<file path="config.mk">
export PLATFORM = sky130hd
export DESIGN_NAME = bus_mux_pipe
export DESIGN_NICKNAME = d
export VERILOG_FILES = /design/src/rtl/bus_pkg.sv /design/src/rtl/bus_pipe_stage.sv /design/src/rtl/bus_mux_pipe.sv
export SDC_FILE = /design/constraint.sdc
export NUM_CORES = 1
export LEC_CHECK = 0
export ABC_AREA = 1
export BUFFER_PORTS_ARGS = -buffer_cell sky130_fd_sc_hd__buf_4
export CAP_MARGIN = 20
export CORE_UTILIZATION = 32
export DETAILED_ROUTE_END_ITERATION = 6
export GPL_TIMING_DRIVEN = 0
export HOLD_SLACK_MARGIN = 0.12
export PLACE_DENSITY = 0.69
export SYNTH_ARGS = -nofsm -noshare
export SYNTH_HDL_FRONTEND = slang
export SYNTH_SLANG_ARGS = --single-unit
</file>
<file path="constraint.sdc">
create_clock -name clk -period 3.7 [get_ports clk]
set_input_delay 0.185 -clock clk [delete_from_list [all_inputs] [get_ports clk]]
set_output_delay 0.185 -clock clk [all_outputs]
set_load 0.03 [all_outputs]
</file>
<file path="src/rtl/bus_pkg.sv">
// Shared bus select codes and default widths for the registered core bus multiplexer.
package bus_pkg;

  localparam int BUS_REG_WIDTH = 12;
  localparam int BUS_INS_WIDTH = 8;
  localparam int BUS_NUM_SRC   = 9;
  localparam int BUS_SEL_WIDTH = 4;

  localparam logic [BUS_SEL_WIDTH-1:0] DMem_sel = 4'd0;
  localparam logic [BUS_SEL_WIDTH-1:0] R_sel    = 4'd1;
  localparam logic [BUS_SEL_WIDTH-1:0] IR_sel   = 4'd2;
  localparam logic [BUS_SEL_WIDTH-1:0] RL_sel   = 4'd3;
  localparam logic [BUS_SEL_WIDTH-1:0] RC_sel   = 4'd4;
  localparam logic [BUS_SEL_WIDTH-1:0] RP_sel   = 4'd5;
  localparam logic [BUS_SEL_WIDTH-1:0] RQ_sel   = 4'd6;
  localparam logic [BUS_SEL_WIDTH-1:0] R1_sel   = 4'd7;
  localparam logic [BUS_SEL_WIDTH-1:0] AC_sel   = 4'd8;
  localparam logic [BUS_SEL_WIDTH-1:0] idle     = 4'd9;

endpackage

</file>
<file path="src/rtl/bus_pipe_stage.sv">
// One {valid, data} pipeline register with stall enable; bubbles either keep or zero the data.
module bus_pipe_stage
  import bus_pkg::*;
#(
  parameter int WIDTH = BUS_REG_WIDTH,
  parameter bit HOLD  = 1'b1
) (
  input  logic             clk,
  input  logic             rst,
  input  logic             en,
  input  logic             in_valid,
  input  logic [WIDTH-1:0] in_data,
  output logic             out_valid,
  output logic [WIDTH-1:0] out_data
);

  always_ff @(posedge clk) begin
    if (rst) begin
      out_valid <= 1'b0;
      out_data  <= '0;
    end else if (en) begin
      out_valid <= in_valid;
      if (in_valid) begin
        out_data <= in_data;
      end else if (!HOLD) begin
        out_data <= '0;
      end
    end
  end

endmodule

</file>
<file path="src/rtl/bus_mux_pipe.sv">
// Registered core bus multiplexer: selects one of NUM_SRC sources through a 1..3 stage pipeline
// with valid/stall handshake, sticky illegal-select capture and a delivered-transfer counter.
module bus_mux_pipe
  import bus_pkg::*;
#(
  parameter int REG_WIDTH   = BUS_REG_WIDTH,
  parameter int INS_WIDTH   = BUS_INS_WIDTH,
  parameter int NUM_SRC     = BUS_NUM_SRC,
  parameter int SEL_WIDTH   = BUS_SEL_WIDTH,
  parameter int INS_IDX     = int'(IR_sel),
  parameter int IDLE_SEL    = int'(idle),
  parameter int PIPE_STAGES = 1,
  parameter bit IDLE_HOLD   = 1'b1,
  parameter int CNT_WIDTH   = 16
) (
  input  logic                         clk,
  input  logic                         rst,
  input  logic [SEL_WIDTH-1:0]         selectIn,
  input  logic                         sel_valid,
  output logic                         sel_ready,
  input  logic                         stall,
  input  logic [NUM_SRC*REG_WIDTH-1:0] srcIn,
  output logic [REG_WIDTH-1:0]         busOut,
  output logic                         bus_valid,
  output logic                         sel_err,
  output logic [SEL_WIDTH-1:0]         err_sel,
  input  logic                         err_clr,
  output logic [CNT_WIDTH-1:0]         xfer_cnt
);

  logic                                accept;
  logic                                code_legal;
  logic                                code_illegal;
  logic                                advance;
  logic [REG_WIDTH-1:0]                src_data;
  logic [PIPE_STAGES:0]                stage_valid;
  logic [PIPE_STAGES:0][REG_WIDTH-1:0] stage_data;

  assign advance      = ~stall;
  assign sel_ready    = advance;
  assign accept       = sel_valid & advance;
  assign code_legal   = int'(selectIn) < NUM_SRC;
  assign code_illegal = accept & ~code_legal & (int'(selectIn) != IDLE_SEL);

  // The instruction-register source only carries INS_WIDTH bits; the rest of its slice is ignored.
  always_comb begin
    src_data = '0;
    for (int i = 0; i < NUM_SRC; i++) begin
      if (int'(selectIn) == i) begin
        if (i == INS_IDX) begin
          src_data = REG_WIDTH'(srcIn[i*REG_WIDTH +: INS_WIDTH]);
        end else begin
          src_data = srcIn[i*REG_WIDTH +: REG_WIDTH];
        end
      end
    end
  end

  if (REG_WIDTH > INS_WIDTH) begin : g_ins_hi
    logic ins_hi_unused;
    assign ins_hi_unused = ^srcIn[INS_IDX*REG_WIDTH+INS_WIDTH +: REG_WIDTH-INS_WIDTH];
  end

  assign stage_valid[0] = accept & code_legal;
  assign stage_data[0]  = src_data;

  for (genvar g = 0; g < PIPE_STAGES; g++) begin : g_stage
    bus_pipe_stage #(
      .WIDTH(REG_WIDTH),
      .HOLD (IDLE_HOLD)
    ) u_stage (
      .clk      (clk),
      .rst      (rst),
      .en       (advance),
      .in_valid (stage_valid[g]),
      .in_data  (stage_data[g]),
      .out_valid(stage_valid[g+1]),
      .out_data (stage_data[g+1])
    );
  end

  assign busOut    = stage_data[PIPE_STAGES];
  assign bus_valid = stage_valid[PIPE_STAGES];

  // Counts on the edge that loads a valid word into the output stage.
  always_ff @(posedge clk) begin
    if (rst) begin
      xfer_cnt <= '0;
    end else if (advance && stage_valid[PIPE_STAGES-1]) begin
      xfer_cnt <= xfer_cnt + CNT_WIDTH'(1);
    end
  end

  // A new illegal code beats a simultaneous clear.
  always_ff @(posedge clk) begin
    if (rst) begin
      sel_err <= 1'b0;
      err_sel <= '0;
    end else if (code_illegal) begin
      sel_err <= 1'b1;
      if (!sel_err || err_clr) begin
        err_sel <= selectIn;
      end
    end else if (err_clr) begin
      sel_err <= 1'b0;
      err_sel <= '0;
    end
  end

endmodule
</file>
# Word level (Yosys, flattened, before mapping)

Cells that the tools add are included.

Add/subtract/negate cells: 1
Multipliers: 0
Div/mod/pow operators: 0
$lt $le $gt $ge: 1
Eq/ne operators: 10
Shifts and indexed selects: 0
Muxes and demuxes: 14
Bitwise logic cells: 6
Reductions and logical operators: 7

Operators by type and width:

| cell                    | number |
|---|---|
| $mux W12                | 9 |
| $eq A4 B4 Y1 const B    | 5 |
| $add A16 B1 Y16 const B | 1 |
| $mux W4                 | 3 |
| $eq A4 B3 Y1 const B    | 2 |
| $and A1 B1 Y1           | 4 |
| $eq A4 B2 Y1 const B    | 1 |
| $logic_not A4 Y1        | 1 |
| $lt A4 B4 Y1 const B    | 1 |
| $ne A4 B4 Y1 const B    | 1 |
| $reduce_and A2 Y1       | 2 |
| $mux W1                 | 2 |
| $ne A2 B1 Y1 const B    | 1 |
| $not A1 Y1              | 2 |
| $reduce_bool A2 Y1      | 1 |
| $logic_and A1 B1 Y1     | 1 |
| $logic_not A1 Y1        | 1 |
| $logic_or A1 B1 Y1      | 1 |

Register bits: 34
Bits in latches: 0
RAM bits: 0
ROM bits: 0
Bits of input ports: 117
Output and inout port bits: 35
Logic and storage cells: 44
Memories: 0

# Depth between registers and ports, before layout

Word-level depth: 10
Gate-level depth with buffers: 10
Mapped depth without buffers: 10

# By module

Synthesis repeated with hierarchy kept, for this count alone.

Cells, all modules: 459
Area, all modules: 2577.5 um^2

By module, submodules not included:

| module         | times used | cells an instance | area each (um^2) | sequential area each (um^2) |
|---|---|---|---|---|
| bus_mux_pipe   | 1          | 378               | 2045.7           | 420.4 |
| bus_pipe_stage | 1          | 81                | 531.8            | 260.2 |

# Least setup slack after synthesis

OpenSTA, ideal clock, no wires.

Kind: register to register
Start: register xfer_cnt[1]
End: register xfer_cnt[10]
Setup time: 0.131 ns
Arrival: 1.421 ns
Data required time: 3.569 ns
Setup slack: 2.148 ns
Stages on the path, launching flop included: 7
Buffers on the path: 0
Period minus slack after synthesis: 1.552 ns
Path through: dfxtp_1 -> ha_1 -> nand4_1 -> nor2_2 -> nand3_1 -> nor3_1 -> nor3b_2

Word-level cells in the longest chain between the ends: 1

RTL lines:

| element                  | RTL line           | source |
|---|---|---|
| start: declaration       | bus_mux_pipe.sv:28 | `output logic [CNT_WIDTH-1:0] xfer_cnt` |
| start signal: assignment | bus_mux_pipe.sv:90 | `xfer_cnt <= xfer_cnt + CNT_WIDTH'(1);` |
| $add A16 B1 Y16          | bus_mux_pipe.sv:90 |  |

Every way passes these cells.
A chain may end at the register's enable or synchronous reset.

# Final worst setup path

Ends and elaborated chain as after synthesis.

==> flow_summary_export.csv <==
group,metric,value,unit
clock_network,insertion_delay,0.28,ns
timing,setup-tns-final,0,ns
clock_network,cts.path.max_buffers,2,
clock_network,clock_sinks,34,
logic_synthesis,syn_area_per_cell,5.80,µm²
timing,period_needed,1.50,ns
timing,rsz0062_at_grt,"no",
detailed_routing,drc_errors,0,
logic_synthesis,synth-async-reset-ratio,0,
flow_run,cap_violations,0,
timing,tightest_slew,0.602,ns
placement,gp_congestion,0.909,
timing,finalHoldViolCount,0,
floorplan,die_h,89.3,µm
clock_network,ctsRootBufferMaster,"clkbuf_8",
detailed_routing,via_count,3235,
finish,layout-drive-gt1-share,0.317,
logic_synthesis,synth_mux_area_frac,0,
power_and_ir_drop,ir_drop,0.119,mV
placement,numPortBuffers,146,
placement,dpl-instance-area,3660,µm²
logic_synthesis,synth_warnings,0,
floorplan,rows,31,
power_and_ir_drop,p_leak,1.80,nW
critical_path,end_kind,"register",
logic_synthesis,ys.flop_type,"dfxtp_1",
clock_network,hold_buffers,0,
logic_synthesis,syn-cell-area,2440,µm²
timing,period_share,0.407,
detailed_routing,drt_first_pass_iters,4,
logic_synthesis,synth.top_cell.area_share,0.279,
global_route,grt_pass1_vias,3023,
placement,hpwl,7190,µm
logic_synthesis,yosys.area_share.simple,0.505,
timing,skew,0.00957,ns
detailed_routing,wl_per_cell,12.8,µm
floorplan,fp.dieW,89.3,µm
finish,postLayoutCellArea,3750,µm²
logic_synthesis,synth.distinct_cells,28,
global_route,grt-ovfl-total,0,
power_and_ir_drop,power.total,0.888,mW
logic_synthesis,yosys-top-cells-count,"nand2_1, nor2_1, nand3_1, inv_1, dfxtp_1",
clock_network,clk_transition_reported_paths,0.08,ns
global_route,grt_pass1_wl,13600,µm
logic_synthesis,synthAdderAreaFrac,0.00513,
finish,syn_to_final_growth,54.0,%
critical_path,worstSetupStartpointType,"register",
global_route,grt_max_degree,12,
logic_synthesis,synth.largest_area_cell,"dfxtp_1",
clock_network,cts_buffers,5,
logic_synthesis,syn_nets,538,
logic_synthesis,synth-xor-area-share,0.0144,
logic_synthesis,synth.most_common_cell,"nand2_1",
critical_path,critical_path_class,"register to register",
global_route,antenna_found_initial,0,
logic_synthesis,synth_top_family_by_area,"simple AND/OR/NAND/NOR gates",
detailed_routing,antenna_left,0,
logic_synthesis,synth_compound_area_frac,0.0847,
finish,fill_cells,788,
detailed_routing,wirelength,8640,µm
timing,relSlewSlack,0.597,
clock_network,cts_tree,"built",
floorplan,dieArea,7970,µm²
logic_synthesis,syn_inst,420,
logic_synthesis,synth_area_leaders,"dfxtp_1, nand2_1, nand3_1",
timing,clock.fmax,665,MHz
clock_network,cts_htree_levels,2,
critical_path,arrival,1.66,ns
floorplan,initial_utilization,0.334,
finish,multi_input_area,1480,µm²
critical_path,required,3.85,ns
logic_synthesis,synth-edff-count,0,
floorplan,io_pins,152,
power_and_ir_drop,p_per_area,237,nW/µm²
clock_network,postCtsSetupBuffers,0,
detailed_routing,first_iter_violations,166,
global_route,grt_usage,0.222,
finish,nets,691,
floorplan,core,7290,µm²
logic_synthesis,yosysSeqAreaShare,0.279,
critical_path,crit_fanout,5,
clock_network,post_cts_resized,0,
logic_synthesis,ys_seq_elements,34,
min_path,hp-class,"input port to register",
finish,post-route-util,0.515,
timing,setup_violations,0,
status,outcome,"finished, final reports clean",
finish,diodes,0,
timing,slew_violations,0,
finish,seqCellArea,681,µm²
detailed_routing,via_per_inst,4.81,
area by class of cell:
| type | instances | share of cell area |
|---|---|---|
| multi-input combinational | 319 | 0.395 |
| timing repair buffer | 146 | 0.292 |
| sequential | 34 | 0.181 |
| inverter | 49 | 0.0490 |
| tap | 99 | 0.0330 |
| buffer | 18 | 0.0237 |
| clock buffer | 6 | 0.0220 |
| clock inverter | 2 | 0.00333 |
layer usage:
| metal | GRT usage | part of all wire | vias to the layer above |
|---|---|---|---|
| li1 | - | - | 1667 |
| met3 | 0.0406 | 0.048 | 16 |
| met1 | 0.271 | 0.43 | 1450 |
| met4 | 0.0837 | 0.027 | 0 |
| met2 | 0.387 | 0.49 | 102 |
| met5 | 0 | 0 | - |
state kept, by name (all words and copies together), names as in the netlist:
name	count
xfer_cnt	16
err_sel	4
sel_err	1
g_stage.u_stage.out_data	12
g_stage.u_stage.out_valid	1
worst max-delay path, cell delays in order, from the launching register on:
cell and delay [ns]:
dfxtp_1 0.41, ha_1 0.21, nand4_1 0.15, nor2_2 0.19
nand3_1 0.15, nor3_1 0.21, nor3b_2 0.07
final timing paths:
kind          startpoint           end  slack [ns]  depth (start not counted)
max          xfer_cnt[1]  xfer_cnt[10]        2.20                          6
min              err_clr    err_sel[3]        0.19                          4
max reg2reg  xfer_cnt[1]  xfer_cnt[10]        2.20                          6
min reg2reg   err_sel[2]    err_sel[2]        0.46                          2
metrics by stage:
| step | setup WS (ns) | hold slack [ns] | std cells |
|---|---|---|---|
| after floorplan | 2.15 | 0.333 | 420 |
| after CTS | 2.21 | 0.190 | 673 |
| after detailed placement | 2.12 | 0.454 | 665 |
| after global routing | 2.08 | 0.207 | 673 |
| after global placement | 2.14 | 0.449 | 665 |
| final | 2.20 | 0.194 | 673 |
power breakdown:
part           switching [mW]  internal [mW]  total (mW)  leakage [nW]
Clock                   0.134          0.150       0.283        0.0472
Sequential            0.00490          0.373       0.378         0.275
Combinational           0.111          0.115       0.226          1.48
Total                   0.250          0.638       0.888          1.80
layout by cell type (no fill, tap or decap), drive strengths merged:
master / count
a21oi: 31
clkinvlp: 1
and3: 1
inv: 49
ha: 1
clkinv: 1
xnor2: 3
nand3: 55
o21ai: 8
dfxtp: 34
nor3: 7
nor2: 73
nor3b: 3
buf: 160
nand4: 23
o21a: 1
xor2: 1
nand2: 112
clkbuf: 10
kinds of logic (layout without fill, tap and decap cells):
kind of cell	after synthesis	count (layout)
AND/OR/NAND/NOR	274	274
XOR/XNOR	4	4
adder cells (fa/ha/maj)	1	1
buffers and inverters	67	221
flip-flops	34	34
AO/OA/AOI/OAI	40	40
Note: power is estimated with default switching activity, not from simulation.
